===== src/rtl/capture_buffer_reader.sv =====
// ============================================================================
// capture_buffer_reader
//   Read-side initiator for capture_buffer: sweeps a wrap-around address range
//   one read at a time and streams I/Q samples through a 2-entry output FIFO.
//   Optional continuous looping: CAPTURE_BUFFER_READER_LOOP_EN.
//   Revision: 1.0
// ============================================================================
`default_nettype none

module capture_buffer_reader #(
  parameter int BUFFER_LENGTH = 4096,
  parameter int INDEX_BITS    = 12,
  parameter int I_BITS        = 12,
  parameter int Q_BITS        = 12
) (
  input  logic                     clk,
  input  logic                     rst_n,
  input  logic                     start,
  input  logic [INDEX_BITS-1:0]    start_addr,
  input  logic [INDEX_BITS:0]      length,
  input  logic                     abort,
`ifdef CAPTURE_BUFFER_READER_LOOP_EN
  input  logic                     loop,
`endif
  output logic [INDEX_BITS-1:0]    m_axi_raddr,
  output logic                     m_axi_rvalid,
  output logic                     m_axi_rready,
  input  logic                     s_axi_rready,
  input  logic                     s_axi_rvalid,
  input  logic signed [I_BITS-1:0] i,
  input  logic signed [Q_BITS-1:0] q,
  output logic                     out_valid,
  input  logic                     out_ready,
  output logic signed [I_BITS-1:0] out_i,
  output logic signed [Q_BITS-1:0] out_q,
  output logic                     out_last,
  output logic                     busy,
  output logic                     done
);

  localparam int                    ENTRY_W   = I_BITS + Q_BITS + 1;
  localparam logic [INDEX_BITS:0]   LEN_MAX   = (INDEX_BITS+1)'(BUFFER_LENGTH);
  localparam logic [INDEX_BITS:0]   LEN_ONE   = (INDEX_BITS+1)'(1);
  localparam logic [INDEX_BITS-1:0] ADDR_LAST = INDEX_BITS'(BUFFER_LENGTH - 1);

  localparam logic [2:0] S_IDLE  = 3'd0;
  localparam logic [2:0] S_ADDR  = 3'd1;
  localparam logic [2:0] S_DATA  = 3'd2;
  localparam logic [2:0] S_DRAIN = 3'd3;
  localparam logic [2:0] S_FLUSH = 3'd4;

  logic [2:0]            state;
  logic [INDEX_BITS-1:0] cur_addr;
  logic [INDEX_BITS:0]   remaining;
  logic [ENTRY_W-1:0]    fifo_mem [2];
  logic                  wr_ptr;
  logic                  rd_ptr;
  logic [1:0]            fifo_count;
`ifdef CAPTURE_BUFFER_READER_LOOP_EN
  logic [INDEX_BITS-1:0] loop_addr;
  logic [INDEX_BITS:0]   loop_len;
`endif

  logic [INDEX_BITS-1:0] clamp_addr;
  logic [INDEX_BITS:0]   clamp_len;
  logic [INDEX_BITS-1:0] next_addr;
  logic [ENTRY_W-1:0]    head;
  logic                  last_beat;
  logic                  push;
  logic                  pop;
  logic                  flush;

  always_comb begin
    clamp_len  = (length > LEN_MAX) ? LEN_MAX : length;
    clamp_addr = ({1'b0, start_addr} >= LEN_MAX) ? '0 : start_addr;
    next_addr  = (cur_addr == ADDR_LAST) ? '0 : cur_addr + 1'b1;
    last_beat  = (remaining == LEN_ONE);
    head       = fifo_mem[rd_ptr];
  end

  // A response arriving in the same cycle as abort is discarded with the rest.
  assign push  = (state == S_DATA) && s_axi_rvalid && !abort;
  assign pop   = out_valid && out_ready;
  assign flush = abort && (state != S_IDLE);

  // Issuing only with at most one entry occupied leaves room for the reply.
  assign m_axi_raddr  = cur_addr;
  assign m_axi_rvalid = (state == S_ADDR) && (fifo_count <= 2'd1);
  assign m_axi_rready = (state == S_DATA) || (state == S_FLUSH);
  assign busy         = (state != S_IDLE);
  assign out_valid    = (fifo_count != 2'd0);
  assign out_last     = out_valid && head[ENTRY_W-1];
  assign out_i        = out_valid ? head[I_BITS+Q_BITS-1:Q_BITS] : '0;
  assign out_q        = out_valid ? head[Q_BITS-1:0] : '0;

  always_ff @(posedge clk) begin
    if (push) fifo_mem[wr_ptr] <= {last_beat, i, q};
  end

  always_ff @(posedge clk) begin
    if (!rst_n) begin
      wr_ptr     <= 1'b0;
      rd_ptr     <= 1'b0;
      fifo_count <= 2'd0;
    end else if (flush) begin
      wr_ptr     <= 1'b0;
      rd_ptr     <= 1'b0;
      fifo_count <= 2'd0;
    end else begin
      if (push) wr_ptr <= ~wr_ptr;
      if (pop)  rd_ptr <= ~rd_ptr;
      fifo_count <= fifo_count + {1'b0, push} - {1'b0, pop};
    end
  end

  always_ff @(posedge clk) begin
    if (!rst_n) begin
      state     <= S_IDLE;
      cur_addr  <= '0;
      remaining <= '0;
      done      <= 1'b0;
`ifdef CAPTURE_BUFFER_READER_LOOP_EN
      loop_addr <= '0;
      loop_len  <= '0;
`endif
    end else begin
      done <= 1'b0;
      case (state)
        S_IDLE: begin
          if (start) begin
            cur_addr  <= clamp_addr;
            remaining <= clamp_len;
`ifdef CAPTURE_BUFFER_READER_LOOP_EN
            loop_addr <= clamp_addr;
            loop_len  <= clamp_len;
`endif
            state     <= (clamp_len == '0) ? S_DRAIN : S_ADDR;
          end
        end
        S_ADDR: begin
          if (abort)                             state <= S_IDLE;
          else if (m_axi_rvalid && s_axi_rready) state <= S_DATA;
        end
        S_DATA: begin
          if (abort) begin
            state <= s_axi_rvalid ? S_IDLE : S_FLUSH;
          end else if (s_axi_rvalid) begin
            cur_addr  <= next_addr;
            remaining <= remaining - LEN_ONE;
            if (last_beat) begin
`ifdef CAPTURE_BUFFER_READER_LOOP_EN
              if (loop) begin
                cur_addr  <= loop_addr;
                remaining <= loop_len;
                state     <= S_ADDR;
              end else begin
                state <= S_DRAIN;
              end
`else
              state <= S_DRAIN;
`endif
            end else begin
              state <= S_ADDR;
            end
          end
        end
        S_DRAIN: begin
          if (abort) begin
            state <= S_IDLE;
          end else if (fifo_count == 2'd0) begin
            done  <= 1'b1;
            state <= S_IDLE;
          end
        end
        S_FLUSH: begin
          if (s_axi_rvalid) state <= S_IDLE;
        end
        default: state <= S_IDLE;
      endcase
    end
  end

endmodule

`default_nettype wire


===== config.mk =====
export PLATFORM = sky130hd
export DESIGN_NAME = capture_buffer_reader
export DESIGN_NICKNAME = d
export VERILOG_FILES = /design/src/rtl/capture_buffer_reader.sv
export SDC_FILE = /design/constraint.sdc
export NUM_CORES = 1
export LEC_CHECK = 0
export ABC_AREA = 1
export CORE_ASPECT_RATIO = 2
export CORE_MARGIN = 2
export CORE_UTILIZATION = 50
export DETAILED_ROUTE_END_ITERATION = 10
export GPL_ROUTABILITY_DRIVEN = 0
export PLACE_DENSITY = 0.8
export SYNTH_ARGS = -nofsm -noshare
export SYNTH_HDL_FRONTEND = slang
export SYNTH_SLANG_ARGS = --single-unit

===== constraint.sdc =====
create_clock -name clk -period 3.1 [get_ports clk]
set_input_delay 0.31 -clock clk [delete_from_list [all_inputs] [get_ports clk]]
set_output_delay 0.31 -clock clk [all_outputs]
set_load 0.02 [all_outputs]

==> run_summary.xml <==
<?xml version="1.0" encoding="UTF-8"?>
<metrics>
  <group name="min_path">
    <metric name="hp-start" unit="">remaining[12]$_SDFFE_PN0P_</metric>
    <metric name="min_delay_worst_endpoint" unit="">remaining[12]$_SDFFE_PN0P_</metric>
    <metric name="tightest_hold_check_type" unit="">reg2reg</metric>
    <metric name="worst_hold_path.num_cells" unit="">2</metric>
  </group>
  <group name="worst_setup_path">
    <metric name="worst-setup-path-type" unit="">reg2out</metric>
    <metric name="critical_path_peak_fanout" unit="">34</metric>
    <metric name="crit_path_start_kind" unit="">flop</metric>
    <metric name="critical_path.cell_chain" unit="">nand2_4, nand2_1, clkdlybuf4s50_1</metric>
    <metric name="critical_path.reg2reg.startpoint" unit="">state[1]$_SDFFE_PN0P_</metric>
    <metric name="max_stage_delay" unit="ns">0.61</metric>
    <metric name="cp.required" unit="ns">2.79</metric>
    <metric name="worstSetupEndpointType" unit="">primary output</metric>
    <metric name="timing.reg2reg.worst_path_depth" unit="">10</metric>
    <metric name="critical_path.top_delay_family" unit="">flip-flops</metric>
    <metric name="critical_path_buf_inv_count" unit="">1</metric>
    <metric name="rrSetupSlack" unit="ns">1.06</metric>
    <metric name="regToRegEndpoint" unit="">fifo_count[1]$_SDFF_PP0_</metric>
    <metric name="cp_slowest_cell" unit="">dfxtp_1</metric>
    <metric name="crit_arrival" unit="ns">2.06</metric>
  </group>
  <group name="route">
    <metric name="drt_wl_total" unit="mm">10.2</metric>
    <metric name="drt_pass1_iterations" unit="">4</metric>
    <metric name="drt_first_iter_violations" unit="">264</metric>
    <metric name="drt_drc_violations_left" unit="">0</metric>
    <metric name="postRouteAntennaNets" unit="">0</metric>
    <metric name="viasPerCell" unit="">5.37</metric>
    <metric name="route.vias.total" unit="">3790</metric>
    <metric name="detail_route.wl_per_cell" unit="µm">14.5</metric>
  </group>
  <group name="cts">
    <metric name="numCtsBuffers" unit="">9</metric>
    <metric name="clk_pin_slew_worst_paths" unit="ns">0.06</metric>
    <metric name="cts_setup_buffers" unit="">0</metric>
    <metric name="cts_tree" unit="">built</metric>
    <metric name="cts_hold_buf" unit="">0</metric>
    <metric name="cts_htree_levels" unit="">3</metric>
    <metric name="cts_resized" unit="">0</metric>
    <metric name="insertion_delay_of_the_later_clocked_pin_in_the_worst_skew_pair" unit="ns">0.33</metric>
    <metric name="cts_buffer_depth" unit="">2</metric>
    <metric name="clkSinkCount" unit="">84</metric>
    <metric name="root_buffer" unit="">clkbuf_16</metric>
  </group>
  <group name="grt">
    <metric name="grt_overflow_total" unit="">0</metric>
    <metric name="grt_antenna_before_repair" unit="">0</metric>
    <metric name="grt_first_pass_wirelength" unit="mm">16.7</metric>
    <metric name="first_global_vias" unit="">3828</metric>
    <metric name="overall_routing_resource_usage" unit="">0.224</metric>
    <metric name="grt_max_degree" unit="">35</metric>
  </group>
  <group name="finish">
    <metric name="area.growth.synth_to_final" unit="%">30.3</metric>
    <metric name="antenna_cells_inserted" unit="">0</metric>
    <metric name="finish.net_count" unit="">664</metric>
    <metric name="layout-drive-gt1-share" unit="">0.105</metric>
    <metric name="most_frequent_standard_cell_in_the_layout_excluding_fill_and_tap_cells" unit="">nand2_1</metric>
    <metric name="stdcell_count" unit="">706</metric>
    <metric name="layout_common_cells" unit="">nand2_1, clkdlybuf4s50_1, edfxtp_1</metric>
    <metric name="fillCellCount" unit="">659</metric>
  </group>
  <group name="die">
    <metric name="pin_count" unit="">98</metric>
    <metric name="initial_core_util" unit="">0.517</metric>
    <metric name="die_area" unit="µm²">9370</metric>
    <metric name="core_region_area" unit="µm²">8290</metric>
    <metric name="die_x" unit="µm">69.5</metric>
    <metric name="num_rows" unit="">47</metric>
    <metric name="fp.dieH" unit="µm">135</metric>
  </group>
  <group name="sta">
    <metric name="worst_slew_margin_rel" unit="">0.584</metric>
    <metric name="maxClockFrequency" unit="MHz">423</metric>
    <metric name="slew_viol_final" unit="">0</metric>
    <metric name="min_period_over_period" unit="">0.763</metric>
    <metric name="setup-tns-final" unit="ns">0</metric>
    <metric name="post-route-min-period" unit="ns">2.37</metric>
    <metric name="timing_worst_slew_pin_value" unit="ns">0.622</metric>
    <metric name="number_of_failing_setup_endpoints_in_the_final_timing_report" unit="">0</metric>
    <metric name="final_hold_viol_count" unit="">0</metric>
    <metric name="rsz_0062_raised_after_global_routing" unit="">false</metric>
    <metric name="skew" unit="ns">0.00561</metric>
  </group>
  <group name="yosys">
    <metric name="yosysWarningCount" unit="">0</metric>
    <metric name="post_synthesis_average_cell_area" unit="µm²">8.39</metric>
    <metric name="syn_inst" unit="">511</metric>
    <metric name="proportion_of_synthesized_chip_area_in_sequential_cells" unit="">0.509</metric>
    <metric name="ys_types" unit="">34</metric>
    <metric name="synth.cell_area" unit="µm²">4290</metric>
    <metric name="yosys_register_bits" unit="">84</metric>
    <metric name="synthesis.nets" unit="">572</metric>
  </group>
  <group name="place">
    <metric name="io_buffer_count" unit="">97</metric>
    <metric name="post-place-cells" unit="">690</metric>
    <metric name="detailedPlacementHpwl" unit="mm">7.49</metric>
  </group>
  <group name="flow_run">
    <metric name="cap_viol_max_count" unit="">0</metric>
  </group>
  <group name="power_and_ir_drop">
    <metric name="vdd.ir_drop.worst" unit="mV">0.419</metric>
    <metric name="power_per_cell_area" unit="nW/µm²">578</metric>
    <metric name="p_leak" unit="nW">2.18</metric>
  </group>
  <group name="run_status">
    <metric name="run_status" unit="">finished clean</metric>
  </group>
</metrics>
worst register-to-register path: stages, from the launching register on:
cell and delay (ns):
dfxtp_1 0.61, nand3_1 0.16, inv_1 0.10, nand2_1 0.14, ha_1 0.32, inv_1 0.04, ha_1 0.18, xnor2_1 0.17
xor2_1 0.16, nand2_1 0.06, inv_1 0.05
synth_stat cells (all sizes together):
cell | count | area (µm²)
o21bai | 3 | 22.5
nand3 | 38 | 220
a21oi | 72 | 447
xnor2 | 2 | 17.5
nor4 | 2 | 12.5
o21ai | 28 | 148
edfxtp | 50 | 1500
ha | 5 | 62.6
nand3b | 1 | 7.51
o211ai | 1 | 7.51
clkbuf | 10 | 37.5
xor2 | 2 | 17.5
a211oi | 1 | 7.51
nand2 | 143 | 552
dfxtp | 34 | 681
nor2 | 55 | 239
buf | 11 | 91.3
nand4 | 3 | 18.8
and2 | 2 | 12.5
inv | 47 | 179
nor3 | 1 | 5.00
cell families after synthesis:
group           after synthesis  share of synthesized area
fa+ha+maj                     5                     0.0146
xor+xnor                      4                    0.00817
simple gates                245                      0.249
flops                        84                      0.509
buf+inv                      68                     0.0718
compound gates              105                      0.147
sequential cells by signal, indices dropped and copies added, names as in the netlist, named ones only:
register	flops
rd_ptr	1
state	3
remaining	13
fifo_mem	50
done	1
fifo_count	2
wr_ptr	1
m_axi_raddr	12
where the power goes:
| part | leakage, nW | total, mW | switching [mW] | internal, mW |
|---|---|---|---|---|
| logic | 1.31 | 0.865 | 0.511 | 0.354 |
| registers | 0.730 | 1.32 | 0.0733 | 1.25 |
| clock network | 0.139 | 1.04 | 0.420 | 0.620 |
| total | 2.18 | 3.23 | 1.00 | 2.22 |
cell type report:
type	count	area, µm²	area share
flip-flops and latches	84	2180	0.391
multi-input cells	359	1800	0.323
repair buffers	102	1010	0.181
clock buffers	9	225	0.0403
inverters	47	179	0.0320
well taps	98	123	0.0220
clock inverters	7	66.3	0.0119
per-stage QoR:
| step | hold WS, ns | utilization | setup WS (ns) | total power, mW | area [µm²] |
|---|---|---|---|---|---|
| floorplan | 0.388 | - | 0.779 | 1.90 | 4290 |
| finish | 0.472 | 0.674 | 0.733 | 3.23 | 5590 |
| global placement | 0.451 | 0.638 | 0.812 | 2.19 | 5290 |
| CTS | 0.472 | 0.674 | 0.713 | 3.25 | 5590 |
| detailed placement | 0.459 | 0.638 | 0.755 | 2.21 | 5290 |
| global route | 0.498 | 0.674 | 0.604 | 3.39 | 5590 |
per-layer routing:
layer,global-route usage,part of all wire,routed length (µm)
met5,0,0,0
met4,0.114,0.022,222
met3,0.0455,0.046,473
met2,0.430,0.56,5760
met1,0.221,0.37,3760
how the worst max path moves through the flow:
stage | endpoint | start | cells past startpoint | slack (ns)
final | m_axi_rready | state[1]$_SDFFE_PN0P_ | 3 | 0.73
after global routing | m_axi_rready | state[1]$_SDFFE_PN0P_ | 3 | 0.60
after CTS | m_axi_rready | state[1]$_SDFFE_PN0P_ | 3 | 0.71
after detailed placement | fifo_count[1]$_SDFF_PP0_ | abort | 12 | 0.76
after global placement | fifo_count[1]$_SDFF_PP0_ | abort | 12 | 0.81
after floorplan | fifo_mem[0][0]$_DFFE_PP_ | state[2]$_SDFFE_PN0P_ | 5 | 0.78
Power figures use the tool's default switching activity.
